## config.mk

```make
export PLATFORM = sky130hd
export DESIGN_NAME = fetch_seq
export DESIGN_NICKNAME = d
export VERILOG_FILES = /design/src/rtl/fetch_seq.sv
export SDC_FILE = /design/constraint.sdc
export NUM_CORES = 1
export LEC_CHECK = 0
export ABC_AREA = 1
export CORE_AREA = 4 4 140 142
export CTS_BUF_LIST = sky130_fd_sc_hd__clkbuf_4 sky130_fd_sc_hd__clkbuf_8
export CTS_CLUSTER_DIAMETER = 30
export DETAILED_ROUTE_END_ITERATION = 10
export DIE_AREA = 0 0 144 146
export GPL_TIMING_DRIVEN = 0
export PLACE_DENSITY = 0.81
export SYNTH_ARGS = -nofsm -noshare
export SYNTH_HDL_FRONTEND = slang
export SYNTH_SLANG_ARGS = --single-unit
```

## constraint.sdc

```tcl
create_clock -name clk -period 2.6 [get_ports clk]
set_clock_uncertainty 0.15 [all_clocks]
set_input_delay 0.52 -clock clk [delete_from_list [all_inputs] [get_ports clk]]
set_output_delay 0.52 -clock clk [all_outputs]
set_load 0.02 [all_outputs]
```

## src/rtl/fetch_seq.sv

```systemverilog
// -----------------------------------------------------------------------------
// fetch_seq
// Instruction-fetch sequencer. Owns the program counter, issues one request at
// a time to instruction memory, buffers the single returned word and presents
// it to decode with a valid/ready handshake. Branch/jump redirects reload the
// PC and any fetch already granted for the old path is thrown away.
// Addresses are word addresses, so sequential advance is +1.
// State updates happen on the falling edge of clk (codebase PC convention).
//
// Ports:
//   clk              system clock, state advances on negedge
//   rst_n            asynchronous active-low reset
//   i_redir_valid    control-flow instruction reported this cycle
//   i_redir_type     PC_ADDR_NORMAL / BRANCH / JUMP / UNUSED
//   i_redir_taken    branch outcome, only meaningful for BRANCH
//   i_redir_pc       PC of the control-flow instruction
//   i_redir_offset   signed branch offset in words
//   i_redir_abs      absolute jump target
//   o_imem_req       fetch request
//   o_imem_addr      fetch address
//   i_imem_gnt       request accepted this cycle
//   i_imem_rvalid    response data valid
//   i_imem_rdata     instruction word
//   o_if_valid       instruction available to decode
//   o_if_pc          PC of the presented instruction
//   o_if_instr       presented instruction
//   i_if_ready       decode accepts the presented instruction
//   o_cur_pc         next address to fetch (debug)
// -----------------------------------------------------------------------------
module fetch_seq #(
    parameter int unsigned           ADDR_W   = 32,
    parameter logic [ADDR_W-1:0]     RESET_PC = '0
) (
    input  logic              clk,
    input  logic              rst_n,
    input  logic              i_redir_valid,
    input  logic [1:0]        i_redir_type,
    input  logic              i_redir_taken,
    input  logic [ADDR_W-1:0] i_redir_pc,
    input  logic [ADDR_W-1:0] i_redir_offset,
    input  logic [ADDR_W-1:0] i_redir_abs,
    output logic              o_imem_req,
    output logic [ADDR_W-1:0] o_imem_addr,
    input  logic              i_imem_gnt,
    input  logic              i_imem_rvalid,
    input  logic [31:0]       i_imem_rdata,
    output logic              o_if_valid,
    output logic [ADDR_W-1:0] o_if_pc,
    output logic [31:0]       o_if_instr,
    input  logic              i_if_ready,
    output logic [ADDR_W-1:0] o_cur_pc
);

    localparam logic [1:0] PC_ADDR_NORMAL = 2'b00;
    localparam logic [1:0] PC_ADDR_BRANCH = 2'b01;
    localparam logic [1:0] PC_ADDR_JUMP   = 2'b10;
    localparam logic [1:0] PC_ADDR_UNUSED = 2'b11;

    localparam logic [ADDR_W-1:0] ONE = {{(ADDR_W-1){1'b0}}, 1'b1};

    // DROP means a granted response from an abandoned path is still owed by
    // memory and must be swallowed before the next request goes out.
    typedef enum logic [2:0] {
        S_IDLE = 3'd0,
        S_REQ  = 3'd1,
        S_WAIT = 3'd2,
        S_HOLD = 3'd3,
        S_DROP = 3'd4
    } state_t;

    state_t            r_state;
    logic [ADDR_W-1:0] r_pc;
    logic [ADDR_W-1:0] r_req_pc;
    logic              r_if_valid;
    logic [ADDR_W-1:0] r_if_pc;
    logic [31:0]       r_if_instr;

    state_t            w_next_state;
    logic [ADDR_W-1:0] w_next_pc;
    logic [ADDR_W-1:0] w_next_req_pc;
    logic              w_next_if_valid;
    logic [ADDR_W-1:0] w_next_if_pc;
    logic [31:0]       w_next_if_instr;
    logic              w_redir;
    logic [ADDR_W-1:0] w_target;

    // Redirect decode. A plain unsigned add of the offset is the same as a
    // signed add in two's complement, and everything wraps at ADDR_W bits.
    always_comb begin
        w_redir  = 1'b0;
        w_target = i_redir_abs;
        case (i_redir_type)
            PC_ADDR_BRANCH: begin
                w_redir  = i_redir_valid && i_redir_taken;
                w_target = i_redir_pc + ONE + i_redir_offset;
            end
            PC_ADDR_JUMP: begin
                w_redir  = i_redir_valid;
                w_target = i_redir_abs;
            end
            PC_ADDR_NORMAL, PC_ADDR_UNUSED: begin
                w_redir  = 1'b0;
                w_target = i_redir_abs;
            end
            default: begin
                w_redir  = 1'b0;
                w_target = i_redir_abs;
            end
        endcase
    end

    // Next-state and datapath. A redirect always wins the PC and kills the
    // presented instruction; the state it moves to depends on whether a
    // granted response is still outstanding.
    always_comb begin
        w_next_state    = r_state;
        w_next_pc       = r_pc;
        w_next_req_pc   = r_req_pc;
        w_next_if_valid = r_if_valid;
        w_next_if_pc    = r_if_pc;
        w_next_if_instr = r_if_instr;

        case (r_state)
            S_IDLE: begin
                w_next_state = S_REQ;
            end
            S_REQ: begin
                if (w_redir) begin
                    w_next_state = i_imem_gnt ? S_DROP : S_REQ;
                end else if (i_imem_gnt) begin
                    w_next_req_pc = r_pc;
                    w_next_state  = S_WAIT;
                end
            end
            S_WAIT: begin
                if (w_redir) begin
                    w_next_state = i_imem_rvalid ? S_REQ : S_DROP;
                end else if (i_imem_rvalid) begin
                    w_next_if_valid = 1'b1;
                    w_next_if_pc    = r_req_pc;
                    w_next_if_instr = i_imem_rdata;
                    w_next_pc       = r_req_pc + ONE;
                    w_next_state    = S_HOLD;
                end
            end
            S_HOLD: begin
                if (w_redir) begin
                    w_next_state = S_REQ;
                end else if (i_if_ready) begin
                    w_next_if_valid = 1'b0;
                    w_next_state    = S_REQ;
                end
            end
            S_DROP: begin
                // A response arriving together with a further redirect still
                // settles the only outstanding grant, so the fetch can resume.
                if (i_imem_rvalid) begin
                    w_next_state = S_REQ;
                end
            end
            default: begin
                w_next_state = S_IDLE;
            end
        endcase

        if (w_redir) begin
            w_next_pc       = w_target;
            w_next_if_valid = 1'b0;
        end
    end

    // State register, updated on the falling edge like the rest of the PC logic.
    always_ff @(negedge clk or negedge rst_n) begin
        if (!rst_n) begin
            r_state    <= S_IDLE;
            r_pc       <= RESET_PC;
            r_req_pc   <= RESET_PC;
            r_if_valid <= 1'b0;
            r_if_pc    <= '0;
            r_if_instr <= '0;
        end else begin
            r_state    <= w_next_state;
            r_pc       <= w_next_pc;
            r_req_pc   <= w_next_req_pc;
            r_if_valid <= w_next_if_valid;
            r_if_pc    <= w_next_if_pc;
            r_if_instr <= w_next_if_instr;
        end
    end

    assign o_imem_req  = (r_state == S_REQ);
    assign o_imem_addr = r_pc;
    assign o_if_valid  = r_if_valid;
    assign o_if_pc     = r_if_pc;
    assign o_if_instr  = r_if_instr;
    assign o_cur_pc    = r_pc;

endmodule

```

# After elaboration in Yosys (flattened, before gate mapping)

Cells that the tools add are included.
W data, S select, Z words.

Input bits: 137
Register bits: 132
Word-level logic and storage cells: 53
Output and inout port bits: 130

Reductions and logical operators: 13
$add $sub $neg: 3
Mux-type cells: 19
Bitwise operators: 1
Equal/unequal tests: 11

Operators by type and width:

| operator                | number |
|---|---|
| $mux W32                | 3 |
| $add A32 B1 Y32 const B | 2 |
| $pmux W32 S2            | 1 |
| $add A32 B32 Y32        | 1 |
| $mux W3                 | 9 |
| $pmux W3 S5             | 1 |
| $reduce_and A3 Y1       | 3 |
| $eq A3 B2 Y1 const B    | 2 |
| $ne A3 B3 Y1 const B    | 2 |
| $eq A2 B2 Y1 const B    | 2 |
| $reduce_and A4 Y1       | 1 |
| $reduce_bool A2 Y1      | 2 |
| $eq A3 B1 Y1 const B    | 1 |
| $eq A3 B3 Y1 const B    | 1 |
| $logic_not A3 Y1        | 1 |
| $mux W1                 | 3 |
| $ne A3 B1 Y1 const B    | 1 |
| $pmux W1 S3             | 1 |
| $reduce_bool A3 Y1      | 1 |
| $reduce_or A3 Y1        | 1 |
| $eq A2 B1 Y1 const B    | 1 |
| $logic_not A2 Y1        | 1 |
| $ne A2 B2 Y1 const B    | 1 |
| $pmux W1 S2             | 1 |
| other kinds (4)         | 4 |

# Longest topological paths before layout

Gate-level depths: netlist (run 1).

Depth after elaboration: 5
Depth in mapped cells: 17

==> results of run 1 <==
## worst max-delay path, delay by kind of cell
kind	cells	cell delay (ns)
adders and majority gates	1	0.27
xor gates and xnor gates	1	0.15
and+or+nand+nor	1	0.36
buffers and inverters	2	0.36
AOI/OAI and AO/OA	4	0.67
## logic make-up (layout without fill, tap and decap cells)
group / after synthesis / in the layout / synth area share (%)
adder cells (fa/ha/maj): 33 / 33 / 4.74
multiplexers: 1 / 1 / 0.127
buffers and inverters: 215 / 725 / 10.8
AO/OA/AOI/OAI: 184 / 184 / 10.9
flip-flops: 132 / 132 / 37.2
XOR/XNOR: 37 / 37 / 3.65
AND/OR/NAND/NOR: 694 / 694 / 32.5
## timing repair
item,4_1_cts,5_1_grt
setup buffers,161,69
endpoints found under the setup margin,262,261
endpoints found under the hold margin,0,0
gates resized for setup,1397,233
pin swaps,183,140
cloned,9,4
## power by group through the flow
stage | sequential (mW) | clock (mW) | combinational [mW]
final | 4.25 | 1.93 | 10.9
after CTS | 4.09 | 1.86 | 8.92
after global placement | 4.02 | 0 | 6.88
after global routing | 4.30 | 1.98 | 11.3
after detailed placement | 4.05 | 0 | 7.01
after floorplan | 4.70 | 0 | 3.18
## worst min-delay path by stage
stage | from | endpoint | slack, ns | cells past startpoint
after floorplan | r_req_pc[31]$_DFFE_NN0P_ | r_req_pc[31]$_DFFE_NN0P_ | 0.32 | 2
after global placement | o_if_instr[27]$_DFFE_NN0P_ | o_if_instr[27]$_DFFE_NN0P_ | 0.26 | 2
after detailed placement | o_if_instr[9]$_DFFE_NN0P_ | o_if_instr[9]$_DFFE_NN0P_ | 0.27 | 2
after CTS | o_if_instr[1]$_DFFE_NN0P_ | o_if_instr[1]$_DFFE_NN0P_ | 0.30 | 2
after global routing | o_if_pc[6]$_DFFE_NN0P_ | o_if_pc[6]$_DFFE_NN0P_ | 0.35 | 2
final | o_if_pc[6]$_DFFE_NN0P_ | o_if_pc[6]$_DFFE_NN0P_ | 0.32 | 2
## Yosys cell counts (all sizes together) (3+ instances only)
library cell  number
o21ai            110
nand2            438
a21o               3
nor3              22
clkbuf            14
inv              146
xor2              35
buf               55
nor2             162
o21bai             7
dfrtn            132
a31oi              4
a21oi             56
ha                32
nand3             54
nand4             11
## per-stage QoR
stage | hold WS [ns] | worst slack, ns | std cells | cell area [sq um] | utilization (%)
6_report | 0.318 | -0.928 | 2040 | 16800 | 91.1
5_1_grt | 0.352 | -0.897 | 2040 | 16800 | 91.1
4_1_cts | 0.299 | -0.780 | 1970 | 15400 | 83.2
3_5_place_dp | 0.267 | -1.77 | 1797 | 12500 | 68.0
3_3_place_gp | 0.263 | -5.34 | 1796 | 12500 | 67.8
2_1_floorplan | 0.318 | -0.838 | 1296 | 9560 | -
## flip-flops by register name, summed over array words and instances, names as in the netlist
name	flops
r_state	3
o_if_pc	32
o_if_valid	1
r_req_pc	32
o_cur_pc	32
o_if_instr	32
## layer usage
metal / part of all wire [%] / routed length [um] / global-route usage [%]
met4: 8.0 / 3800 / 14.9
met1: 33 / 15600 / 40.0
met5: 0 / 0 / 0
met3: 9.8 / 4620 / 6.34
met2: 49 / 23200 / 63.2
## cell usage in the layout (no fill, tap or decap), drive strengths merged, types with 54 or more instances in the layout
cell / instances
inv: 149
nand3: 54
o21ai: 110
dfrtn: 132
a21oi: 56
nor2: 162
buf: 451
nand2: 438
clkdlybuf4s50: 67
## final cells by class
type                            count  area [sq um]  share of cell area (%)
Inverter                          146           598                    3.56
Tap cell                          234           293                    1.74
Sequential cell                   132          3300                    19.6
Clock buffer                       18           248                    1.47
Clock inverter                     14           176                    1.05
Multi-Input combinational cell    949          6690                    39.8
Buffer                             39           448                    2.66
Timing Repair Buffer              508          5060                    30.1
==> summary.txt, run 1 <==
Placement
  – GP Congestion: approximately 0.92
  – # port buffers: 266
  – Detail Placement HPWL: 25000 um

Pwr
  – Sequential Power Share: 24.8%
  – VDD IR max: 484 uV
  – Leakage: 8.35 nW
  – Sw Pwr: 7.68 mW
  – P_int: ~9.4 mW
  – Gate power share: between 60% and 70%
  – Total Power: 17.1 mW
  – Clk pwr share: about 11%
  – Sw Ratio: 44.9%
  – PwrDens: 1020 mW/mm^2

Synthesis
  – Yosys cell types: 42
  – Area share of the largest cell type after synthesis: 37.2%
  – EDFF count, synth: 0
  – Syn nets: 1466
  – Post-Syn Area per Cell: just under 7 sq um
  – Synth Cell Area: 0.00888 sq mm
  – Syn. warnings: 0
  – Register area share after synthesis: 37.2%
  – Largest cells by area after synthesis: dfrtn_1 37%, nand2_1 18%, nor2_1 6.3%
  – Synth area leader: dfrtn_1
  – Yosys reg bits: 132
  – Syn Inst Count: 1296
  – Async S/R FF share, synth: 100%
  – Top_reg_cell synth: dfrtn_1

Route
  – WL/cell: 23.1 um
  – Vias/cell: 5.88
  – Drt drc: 0
  – Initial DRT Pass Iterations: 7
  – Vias: between 10k and 15k
  – Drt total wl: 47200 um
  – DRT antenna net count: 0
  – 1st-iter DRT viols: 1288

CTS
  – H-tree Lvls: 4
  – Hold buffers post-CTS: 0
  – Clk root buf: clkbuf_8
  – Clock transition at path regs: 0.05 ns
  – Clock Latency Late Sink: 0.42 ns
  – TritonCTS buffer count: 17
  – Clock buffer depth: 2
  – Sink Count: about 130
  – CTS tree: done

Die
  – Starting Density: 48.1%
  – Core footprint: 0.0185 sq mm
  – I/O pin cnt: 267
  – Row Count: 50
  – Die Y: 146 um
  – Die ar.: 0.0210 sq mm
  – Die width: approximately 140 um

Setup path
  – CP max FO: 4
  – RR Endpoint: o_cur_pc[28]$_DFFE_NN0P_
  – Worst Setup SP: i_redir_pc[9]
  – Critical path's slowest cell: nand3b_1
  – R2R Setup Slk: 0.07 ns
  – R2R Path Start: r_req_pc[8]$_DFFE_NN0P_
  – Critical Path RT: 1.41 ns
  – Worst setup EP type: flip-flop
  – CP startpoint kind: primary input
  – Critical Path End: o_cur_pc[12]$_DFFE_NN0P_
  – R2R cell count: 9
  – Worst path cell trace: buf_2 -> ha_4 -> a21oi_2 -> o21bai_1 -> nand3b_1 -> buf_4 -> xor2_1 -> o21ai_1 -> a21oi_1
  – CP peak stage delay: 0.36 ns
  – Crit Path Class: in2reg
  – CP Data Arrival Time: 2.34 ns

Global routing
  – Total congestion overflow: 0
  – Vias in the first global route: 11.1k
  – Global-route wire length before repair: 58200 um
  – Initial antenna violation count: 0
  – Gr usage total: 35.1%
  – Largest net degree at the start of global routing: 74

Timing
  – Setup TNS Final: -100.71 ns
  – Final Hold Fails: 0
  – Worst-margin pin slew: 0.567 ns
  – Rel. slew slack: 62.2%
  – RSZ-0062 raised after global routing: true
  – Final worst setup slack: -0.928 ns
  – Slew Limit Fails: 0
  – Final setup fails: 260

Run status
  – Failing checks: setup timing
  – Status: complete, but fails checks

Finish
  – Area Overhead vs Synth: 89.5%
  – Fillcell total: 725
  – Antenna cells: 0
  – Final #Nets: 1963
  – Share of layout cells above drive strength 1: 51.4%

Worst hold path
  – Hold Path Class: reg2reg

Job
  – Max_cap viols: 0
Note: power is estimated with default switching activity, not from simulation.
==> inputs of run 2 (changes only) <==
--- a/config.mk
+++ b/config.mk
@@ -16,3 +16,4 @@
 export SYNTH_ARGS = -nofsm -noshare
 export SYNTH_HDL_FRONTEND = slang
 export SYNTH_SLANG_ARGS = --single-unit
+export TNS_END_PERCENT = 5
==> summary.txt, run 2 (same netlist as run 1, synthesis figures left out) <==
Placement
  – Post-DP Area: 0.0119 sq mm (was 0.0125 sq mm)
  – Detail Placement HPWL: 23700 um (was 25000 um)
  – # port buffers: 266 (unchanged)
  – GP Congestion: 0.925 (was 0.919)

Finish
  – Fillcell total: 1310 (was 725)
  – Antenna cells: 0 (unchanged)
  – Final #Nets: 1811 (was 1963)
  – Share of layout cells above drive strength 1: 37.5% (was 51.4%)
  – Most frequent cells in the layout: 328 x nand2_1, 132 x dfrtn_1, 130 x nor2_1 (was 239 x nand2_1, 208 x buf_6, 169 x buf_4)
  – Fin area: 0.0141 sq mm (was 0.0168 sq mm)
  – Area Overhead vs Synth: 59.4% (was 89.5%)
  – Post-layout util: 76.7% (was 91.1%)
  – Most common cell after layout, fill and taps aside: nand2_1 (unchanged)

Timing
  – Slew Limit Fails: 0 (unchanged)
  – Worst-margin pin slew: 0.558 ns (was 0.567 ns)
  – Final worst setup slack: -0.732 ns (was -0.928 ns)
  – Final Hold Fails: 0 (unchanged)
  – Rel. slew slack: 62.8% (was 62.2%)
  – RSZ-0062 raised after global routing: true (unchanged)
  – Final setup fails: 260 (unchanged)

CTS
  – Clk root buf: clkbuf_8 (unchanged)
  – Clock Latency Late Sink: 0.41 ns (was 0.42 ns)
  – Clock buffer depth: 2 (unchanged)
  – Sink Count: 132 (unchanged)
  – H-tree Lvls: 4 (unchanged)
  – Clock transition at path regs: 0.05 ns (about the same)
  – TritonCTS buffer count: 17 (unchanged)
  – CTS tree: done (unchanged)

Route
  – 1st-iter DRT viols: 653 (was 1288)
  – WL/cell: 18.2 um (was 23.1 um)
  – Initial DRT Pass Iterations: 5 (was 7)
  – Vias: 10.2k (was 12.0k)
  – Drt drc: 0 (unchanged)
  – Vias/cell: 5.41 (was 5.88)
  – DRT antenna net count: 0 (unchanged)
  – Drt total wl: 34500 um (was 47200 um)

Die
  – Starting Density: 48.1% (unchanged)
  – Row Count: 50 (unchanged)
  – Core footprint: 0.0185 sq mm (unchanged)
  – Die ar.: 0.0210 sq mm (unchanged)
  – Die Y: 146 um (unchanged)
  – I/O pin cnt: 267 (unchanged)
  – Die width: 144 um (unchanged)

Setup path
  – Worst setup EP type: flip-flop (unchanged)
  – CP startpoint kind: primary input (unchanged)
  – CP Data Arrival Time: 2.13 ns (was 2.34 ns)
  – R2R Setup Slk: 0.39 ns (was 0.07 ns)
  – Crit Path Class: in2reg (unchanged)
  – Critical Path RT: 1.40 ns (was 1.41 ns)
  – CP max FO: 3 (was 4)

Global routing
  – Total congestion overflow: 0 (unchanged)
  – Global-route wire length before repair: 48600 um (was 58200 um)
  – Gr usage total: 28.9% (was 35.1%)
  – Largest net degree at the start of global routing: 76 (was 74)
  – Vias in the first global route: 9764 (was 11.1k)
  – Initial antenna violation count: 0 (unchanged)

Job
  – Max_cap viols: 0 (unchanged)

Pwr
  – Sequential Power Share: 30.3% (was 24.8%)
  – Sw Pwr: 5.94 mW (was 7.68 mW)
  – Gate power share: 56.1% (was 63.9%)
  – Clk pwr share: 13.6% (was 11.3%)
  – Leakage: 6.97 nW (was 8.35 nW)
  – VDD IR max: 398 uV (was 484 uV)
  – Sw Ratio: 43.9% (was 44.9%)
  – P_int: 7.59 mW (was 9.41 mW)
  – PwrDens: 956 mW/mm^2 (was 1020 mW/mm^2)

Run status
  – Status: complete, but fails checks (unchanged)
  – Failing checks: setup timing (unchanged)

Worst hold path
  – Hold Path Class: reg2reg (unchanged)
[run 2: metrics by stage]
stage | TNS [ns] | worst slack [ns] | power [mW] | hold slack (ns) | std cells
floorplan | -63.54 | -0.839 | 7.47 | 0.315 | 1296
CTS | -96.65 | -0.735 | 12.7 | 0.265 | 1871
finish | -82.02 | -0.732 | 13.5 | 0.287 | 1888
global route | -91.78 | -0.794 | 14.3 | 0.309 | 1888
detailed placement | -231.49 | -1.67 | 10.6 | 0.268 | 1797
global placement | -933.41 | -5.40 | 10.5 | 0.262 | 1796
[run 2: repair_timing]
action	CTS	global route
pin swaps	91	118
gates cloned	0	0
endpoints found under the setup margin	262	260
endpoints found under the hold margin	0	0
resized for setup	779	525
hold buffers	0	0
setup buffers	42	17
[run 2: worst max-delay path, stage by stage]
cell,delay [ns]
buf_8,0.10
inv_6,0.04
ha_4,0.13
inv_4,0.03
fa_2,0.36
nand2_4,0.11
nand3_4,0.08
nand3_4,0.07
nand2_4,0.07
nand2_4,0.08
nand2_4,0.06
nand2_2,0.06
nand2_2,0.06
nand2_2,0.07
nand2_2,0.05
o21ai_2,0.16
a21oi_2,0.06
[run 2: path summary, 6_finish.rpt]
path / from / to / depth (start not counted)
min in group asynchronous: rst_n / o_if_instr[26]$_DFFE_NN0P_ / 1
min reg2reg: o_if_pc[6]$_DFFE_NN0P_ / o_if_pc[6]$_DFFE_NN0P_ / 2
max reg2reg: r_req_pc[0]$_DFFE_NN0P_ / o_cur_pc[24]$_DFFE_NN0P_ / 9
max: i_redir_offset[0] / o_cur_pc[18]$_DFFE_NN0P_ / 17
min: o_if_pc[6]$_DFFE_NN0P_ / o_if_pc[6]$_DFFE_NN0P_ / 2
max in group asynchronous: rst_n / r_req_pc[23]$_DFFE_NN0P_ / 2
[run 2: final cells by class]
class	count	area [sq um]	share of cell area, %
Inverter	146	581	4.10
Sequential cell	132	3300	23.3
Multi-Input combinational cell	949	5970	42.2
Clock inverter	11	153	1.08
Buffer	69	571	4.03
Clock buffer	21	270	1.91
Timing Repair Buffer	326	3010	21.2
Tap cell	234	293	2.07
[run 2: power groups by stage]
stage	Combinational, mW	Sequential, mW	Clock (mW)
global route	8.11	4.19	1.95
CTS	6.91	3.96	1.85
detailed placement	6.58	4.03	0
floorplan	2.82	4.65	0
finish	7.59	4.09	1.84
global placement	6.45	4.00	0
[run 2: per-layer routing]
metal / track usage (%) / vias up / share of wire [%]
li1: - / 4771 / -
met1: 35.1 / 4690 / 38
met2: 49.6 / 587 / 48
met3: 5.49 / 159 / 8.4
met4: 12.4 / 2 / 5.4
met5: 0 / - / 0.017
